**src/rtl/v_inst_queue.sv**
```systemverilog
// In-order decoupling queue between the scalar pipeline and the vector core.
// Tracks queued entries that will write a scalar rd for interlocking.
module v_inst_queue #(
  parameter int DEPTH  = 4,
  parameter int INST_W = 32,
  parameter int SREG_W = 64
) (
  input  logic                     clk,
  input  logic                     rst,
  input  logic                     enq_valid_i,
  output logic                     enq_ready_o,
  input  logic [INST_W-1:0]        enq_inst_i,
  input  logic [SREG_W-1:0]        enq_rs1_data_i,
  input  logic                     flush_i,
  output logic                     issue_valid_o,
  input  logic                     issue_ready_i,
  output logic [INST_W-1:0]        issue_inst_o,
  output logic [SREG_W-1:0]        issue_rs1_data_o,
  output logic [$clog2(DEPTH):0]   count_o,
  output logic                     full_o,
  output logic                     empty_o,
  output logic                     scalar_wb_pending_o
);

  localparam int AW = $clog2(DEPTH);
  localparam int CW = AW + 1;
  localparam logic [6:0] OP_V = 7'b1010111;

  logic [INST_W-1:0] mem_inst [DEPTH];
  logic [SREG_W-1:0] mem_rs1  [DEPTH];
  logic [DEPTH-1:0]  mem_swb;

  logic [AW-1:0] wr_ptr;
  logic [AW-1:0] rd_ptr;
  logic [CW-1:0] count;
  logic [CW-1:0] swb_cnt;

  logic enq_fire;
  logic iss_fire;
  logic enq_is_swb;
  logic enq_swb;
  logic iss_swb;

  assign full_o        = (count == CW'(DEPTH));
  assign empty_o       = (count == '0);
  assign enq_ready_o   = !full_o;
  assign issue_valid_o = !empty_o;
  assign count_o       = count;

  assign enq_fire = enq_valid_i && enq_ready_o;
  assign iss_fire = issue_valid_o && issue_ready_i;

  assign issue_inst_o     = empty_o ? '0 : mem_inst[rd_ptr];
  assign issue_rs1_data_o = empty_o ? '0 : mem_rs1[rd_ptr];

  assign scalar_wb_pending_o = (swb_cnt != '0);

  // vsetvl/vsetvli and vmv.x.s are the OP-V forms that write a scalar rd
  always_comb begin
    enq_is_swb = 1'b0;
    if (enq_inst_i[6:0] == OP_V) begin
      unique case (1'b1)
        (enq_inst_i[14:12] == 3'b111):
          enq_is_swb = 1'b1;
        (enq_inst_i[14:12] == 3'b010):
          enq_is_swb = (enq_inst_i[31:26] == 6'b010000);
        default:
          enq_is_swb = 1'b0;
      endcase
    end
  end

  assign enq_swb = enq_fire && enq_is_swb;
  assign iss_swb = iss_fire && mem_swb[rd_ptr];

  always_ff @(posedge clk) begin
    if (enq_fire) begin
      mem_inst[wr_ptr] <= enq_inst_i;
      mem_rs1[wr_ptr]  <= enq_rs1_data_i;
      mem_swb[wr_ptr]  <= enq_is_swb;
    end
  end

  always_ff @(posedge clk) begin
    if (!rst) begin
      wr_ptr  <= '0;
      rd_ptr  <= '0;
      count   <= '0;
      swb_cnt <= '0;
    end else if (flush_i) begin
      wr_ptr  <= '0;
      rd_ptr  <= '0;
      count   <= '0;
      swb_cnt <= '0;
    end else begin
      if (enq_fire)
        wr_ptr <= wr_ptr + AW'(1);
      if (iss_fire)
        rd_ptr <= rd_ptr + AW'(1);
      unique case ({enq_fire, iss_fire})
        2'b10:   count <= count + CW'(1);
        2'b01:   count <= count - CW'(1);
        default: count <= count;
      endcase
      unique case ({enq_swb, iss_swb})
        2'b10:   swb_cnt <= swb_cnt + CW'(1);
        2'b01:   swb_cnt <= swb_cnt - CW'(1);
        default: swb_cnt <= swb_cnt;
      endcase
    end
  end

endmodule

```
**config.mk**
```make
export PLATFORM = sky130hd
export DESIGN_NAME = v_inst_queue
export DESIGN_NICKNAME = d
export VERILOG_FILES = /design/src/rtl/v_inst_queue.sv
export SDC_FILE = /design/constraint.sdc
export NUM_CORES = 1
export LEC_CHECK = 0
export CAP_MARGIN = 20
export CELL_PAD_IN_SITES_DETAIL_PLACEMENT = 1
export CELL_PAD_IN_SITES_GLOBAL_PLACEMENT = 1
export CORE_AREA = 2 2 182 184
export DETAILED_ROUTE_END_ITERATION = 8
export DIE_AREA = 0 0 184 186
export MAX_ROUTING_LAYER = met4
export PLACE_DENSITY_LB_ADDON = 0.08
export SKIP_LAST_GASP = 1
export SYNTH_ARGS = -nofsm -noshare
export SYNTH_HDL_FRONTEND = slang
export SYNTH_SLANG_ARGS = --single-unit
```
**constraint.sdc**
```tcl
create_clock -name clk -period 4.3 [get_ports clk]
set_input_delay 0.645 -clock clk [delete_from_list [all_inputs] [get_ports clk]]
set_output_delay 0.645 -clock clk [all_outputs]
set_load 0.005 [all_outputs]
```
* After elaboration in Yosys (flattened, before gate mapping)
Memories as Yosys holds them, arrays and structs flattened. A register that Yosys moved wholly into a read port is not among the register bits.
Cells that the tools add are included.
** Word-level totals
- Output and inout port bits :: 104
- Memories :: 2
- Logic and storage cells :: 55
- Input port bits :: 101
- Flip-flop bits (word level) :: 14
- Memory bits (writable) :: 384
** Memories
- mem_rs1 :: depth 4, bits a word 64, rd ports 1, clocked after Yosys merged registers in 1, wr ports 1, line 30 : logic [SREG_W-1:0] mem_rs1 [DEPTH];
- mem_inst :: depth 4, bits a word 32, rd ports 1, clocked after Yosys merged registers in 1, wr ports 1, line 29 : logic [INST_W-1:0] mem_inst [DEPTH];
** Operators by class
- Bitwise gates (word level) :: 1
- $add $sub $neg :: 6
- Eq/ne operators :: 9
- Reduce and logical (&&, ||, !) cells :: 12
- Mux-type cells :: 17
- Order comparisons :: 3
** Operators with widths (count)
- $mux 64 :: 1
- $mux 32 :: 1
- $pmux 3 s2 :: 2
- $mux 2 :: 4
- $eq 7x7->1 const B :: 1
- $add 3x1->3 const B :: 2
- $eq 3x3->1 const B :: 2
- $eq 6x5->1 const B :: 1
- $lt 2x3->1 const B :: 2
- $sub 3x1->3 const B :: 2
- $logic_and 1x1->1 :: 5
- $mux 1 :: 5
- $add 2x1->2 const B :: 2
- $bwmux 4 :: 1
- $eq 2x1->1 const B :: 2
- $eq 2x2->1 const B :: 2
- $reduce_bool 2->1 :: 2
- $eq 3x2->1 const B :: 1
- $logic_not 3->1 :: 1
- $reduce_bool 3->1 :: 1
- $bmux 1 s2 :: 1
- $demux 1 s2 :: 1
- $ge 2x1->1 const B :: 1
- $logic_not 1->1 :: 2
- other kinds (3) :: 3

* Depth between registers and ports, before layout
- Depth after elaboration :: 6
- Depth in mapped cells :: 10
- Depth with buffers taken out :: 9

* Worst setup path before layout
No wires, ideal clock.
- Path type :: reg-to-reg
- Start point :: reg count[0] (netlist: count_o[0])
- End point :: mem mem_inst[0][0] (enable)
- Arrival time :: 3007 ps
- Period minus slack after synthesis :: 3475 ps
- Cell stages (with the launch flop) :: 4
- Path buffers :: 1
- Setup time :: 468 ps
- Path slack :: 825 ps
- Data required time :: 3832 ps
- Path through :: dfxtp_1 or3b_1 buf_2 and3_1
** Between the ends
- Word-level cells in the longest chain between the ends :: 5
** Ends and longest elaborated chain
- start, declared :: line 35 : logic [CW-1:0] count;
- start signal, assigned :: line 101 : 2'b10: count <= count + CW'(1);
- start signal, assigned :: line 102 : 2'b01: count <= count - CW'(1);
- start signal, assigned :: line 103 : default: count <= count;
- $eq 3x3->1 :: line 44 : assign full_o = (count == CW'(DEPTH));
- $logic_not 1->1 :: line 46 : assign enq_ready_o = !full_o;
- via enq_ready_o :: line 11 : output logic enq_ready_o,
- $logic_and 1x1->1 :: line 50 : assign enq_fire = enq_valid_i && enq_ready_o;
- $mux 1 :: line 77 : if (enq_fire) begin
- $mux 1 (not written as such) :: line 78 : mem_inst[wr_ptr] <= enq_inst_i;
- end, declared :: line 29
The timed path passes the listed nets, and every way through them passes these cells.

==> reports/metrics.cfg <==
[timing]
final.setup.tns_ns=0
rsz0062_at_grt=no
setup_viol=0
hold_violations=0
finalClockSkew_ns=0.01120
slew_headroom=0.5166
max_clock_freq_ghz=0.2779
min_period_over_period=0.8370
worst_pin_slew_ns=0.7252
slew_viol_final=0
fin_crit_ns=3.599

[floorplanning]
initial_utilization=0.4765
dieWidth_um=184
core-area_um2=32210
dieArea_um2=34220
ios=205
placementRows=66
die_h_um=186

[yosys]
avgSynthCellArea_um2=21.95
synth_cells=699
synthArstFlopShare=0
ys_ff_latch=400
synth_top_area_share=0.7592
synth_edf_count=388
netlist_area_um2=15350
syn-num-nets=808
synth_cell_types=29
synth_area_leader_cell=edfxtp_1
yosysWarningCount=0
ys_dominant_reg_cell=edfxtp_1
ys_seq_area_frac=0.7749
yosys-top-cells-area=edfxtp_1 76%, mux4_2 14%, and2_1 4.0%, dfxtp_1 1.6%, ha_1 0.49%

[worst_setup_path]
cpPeakStageDelay_ns=0.81
worstPathRequired_ns=3.65
critPathArrivalTime_ns=2.95
crit_chain=buf_4 > mux4_2 > and2_1 > clkdlybuf4s50_1
path_max_fanout=33
crit_slowest_cell=dfxtp_4
endpoint_kind=output port
critPathKind=reg2out
startpoint_type=flop

[final_layout]
layout-drive-gt1-share=0.1794
layout.area.seq_um2=11900
final_common_cell=edfxtp_1
nNetsFinal=1038
fill_cells=2739
final_cell_mix=388 x edfxtp_1, 204 x clkdlybuf4s50_1, 97 x and2_1, 97 x mux4_2, 43 x clkbuf_16
multi_input_area_um2=3229
layoutNonFillerInstCount=1369
syn2layout_area_growth_pct=25.09

[clock_network]
numClockSinks=400
cts-root-buf=clkbuf_16
h-tree-depth=2
clk_latency_ns=0.52
post_cts_buffers=0
cts_tree=built
ctsResizeCount=0
cts_buffers=43
clk_path_buf_depth=3
hold_buffers=0
cts.clk_slew.worst_paths_ns=0.06

[global_routing]
gr-total-overflow=0
grt_pass1_wl_um=50980
grt_max_degree=47
antenna_found_initial=2
grt_pass1_vias=8674
grt.total_usage=0.2067

[power]
switching_share=0.2013
seqPwrFrac=0.533
power_frac_clock=0.400
p_leak_uw=0.006079
intPower_uw=6597
power_uw=8260
vdd_drop_max_mv=0.2575
power.density_nw_per_um2=430.3
power_frac_comb=0.066
p_switching_uw=1663

[place]
gp_congestion=0.7262
place_inst=1292
hpwl_um=20490
portBuffers=204

[routing]
vias=7560
routed_wl_um=33150
postRouteAntennaNets=0
dr.pass1.iters=7
drt-wirelength-per-cell_um=24.22
post-route-drc-count=0
via_per_inst=5.522
drt_iter0_drc=455

[worst_hold_path]
min_path_type=reg2reg

[run_status]
status=finished clean

[flow_run]
max-cap-violations=0

[flip-flops by register name, summed over array words and instances, names as in the netlist, named ones only]
name / flops
mem_rs1: 256
mem_inst: 128
count_o: 3
swb_cnt: 3
rd_ptr: 2
wr_ptr: 2
mem_swb: 4
[metrics by stage]
stage	worst slack [ns]	cell area, µm²	hold slack, ns	util
2_1_floorplan	0.8253	15350	0.4538	-
3_3_place_gp	1.119	17930	0.4627	0.5566
3_5_place_dp	1.148	17950	0.4914	0.5572
4_1_cts	0.5757	19190	0.5031	0.5959
5_1_grt	0.4590	19200	0.5421	0.5960
6_report	0.7010	19200	0.5299	0.5960
[layer usage]
metal,GRT usage,vias up,share of wire
met5,-,-,0
met4,0.05216,0,0.018
met3,0.04011,47,0.054
met2,0.3472,223,0.51
met1,0.2618,4003,0.41
li1,-,3287,-
[layout make-up]
cell class                 count  share of cell area
clock buffer                  57             0.05931
inverter                      12            0.002347
clock inverter                18            0.005540
sequential                   400              0.6199
antenna                        2           0.0002607
multi-input combinational    252              0.1682
tap                          408             0.02659
timing repair buffer         220              0.1178
[power groups by stage]
stage               clock network, µW  registers (µW)  logic [µW]
floorplan                           0            4480         217
global placement                    0            4480         533
detailed placement                  0            4490         554
CTS                              3380            4410         558
global route                     3520            4410         593
finish                           3310            4410         548
[critical path, delay by kind of cell, from the launching register on]
family / cells / cell delay, ns
flip-flops: 1 / 0.81
AND/OR/NAND/NOR: 1 / 0.20
multiplexers: 1 / 0.54
buffers and inverters: 2 / 0.87
[worst paths after layout]
kind                            startpoint              end  slack, ns  cells past startpoint
worst max-delay path                  flop  issue_inst_o[8]       0.70                      4
worst min-delay path            swb_cnt[2]       swb_cnt[2]       0.53                      2
worst max register to register  count_o[2]       swb_cnt[2]       1.62                      9
worst min register to register  swb_cnt[2]       swb_cnt[2]       0.53                      2
[cells by family after synthesis]
family | after synthesis | synth area share
AOI/OAI and AO/OA | 13 | 0.004728
xor gates and xnor gates | 5 | 0.002854
adders and majority gates | 8 | 0.007501
buffers and inverters | 47 | 0.01606
DFF | 400 | 0.7749
muxes | 97 | 0.1424
and+or+nand+nor | 129 | 0.05161
[cell usage after synthesis, types with 2 or more instances]
| master | n |
|---|---|
| a21oi_1 | 7 |
| and2_1 | 97 |
| and3_1 | 4 |
| buf_2 | 13 |
| buf_6 | 5 |
| clkbuf_1 | 16 |
| dfxtp_1 | 12 |
| edfxtp_1 | 388 |
| fa_1 | 2 |
| ha_1 | 6 |
| inv_1 | 12 |
| mux4_2 | 97 |
| nand4_1 | 2 |
| nor2_1 | 8 |
| nor2b_1 | 4 |
| nor3_1 | 2 |
| o21ai_0 | 3 |
| o31ai_1 | 2 |
| or3_1 | 5 |
| xor2_1 | 5 |
Power figures use the tool's default switching activity.
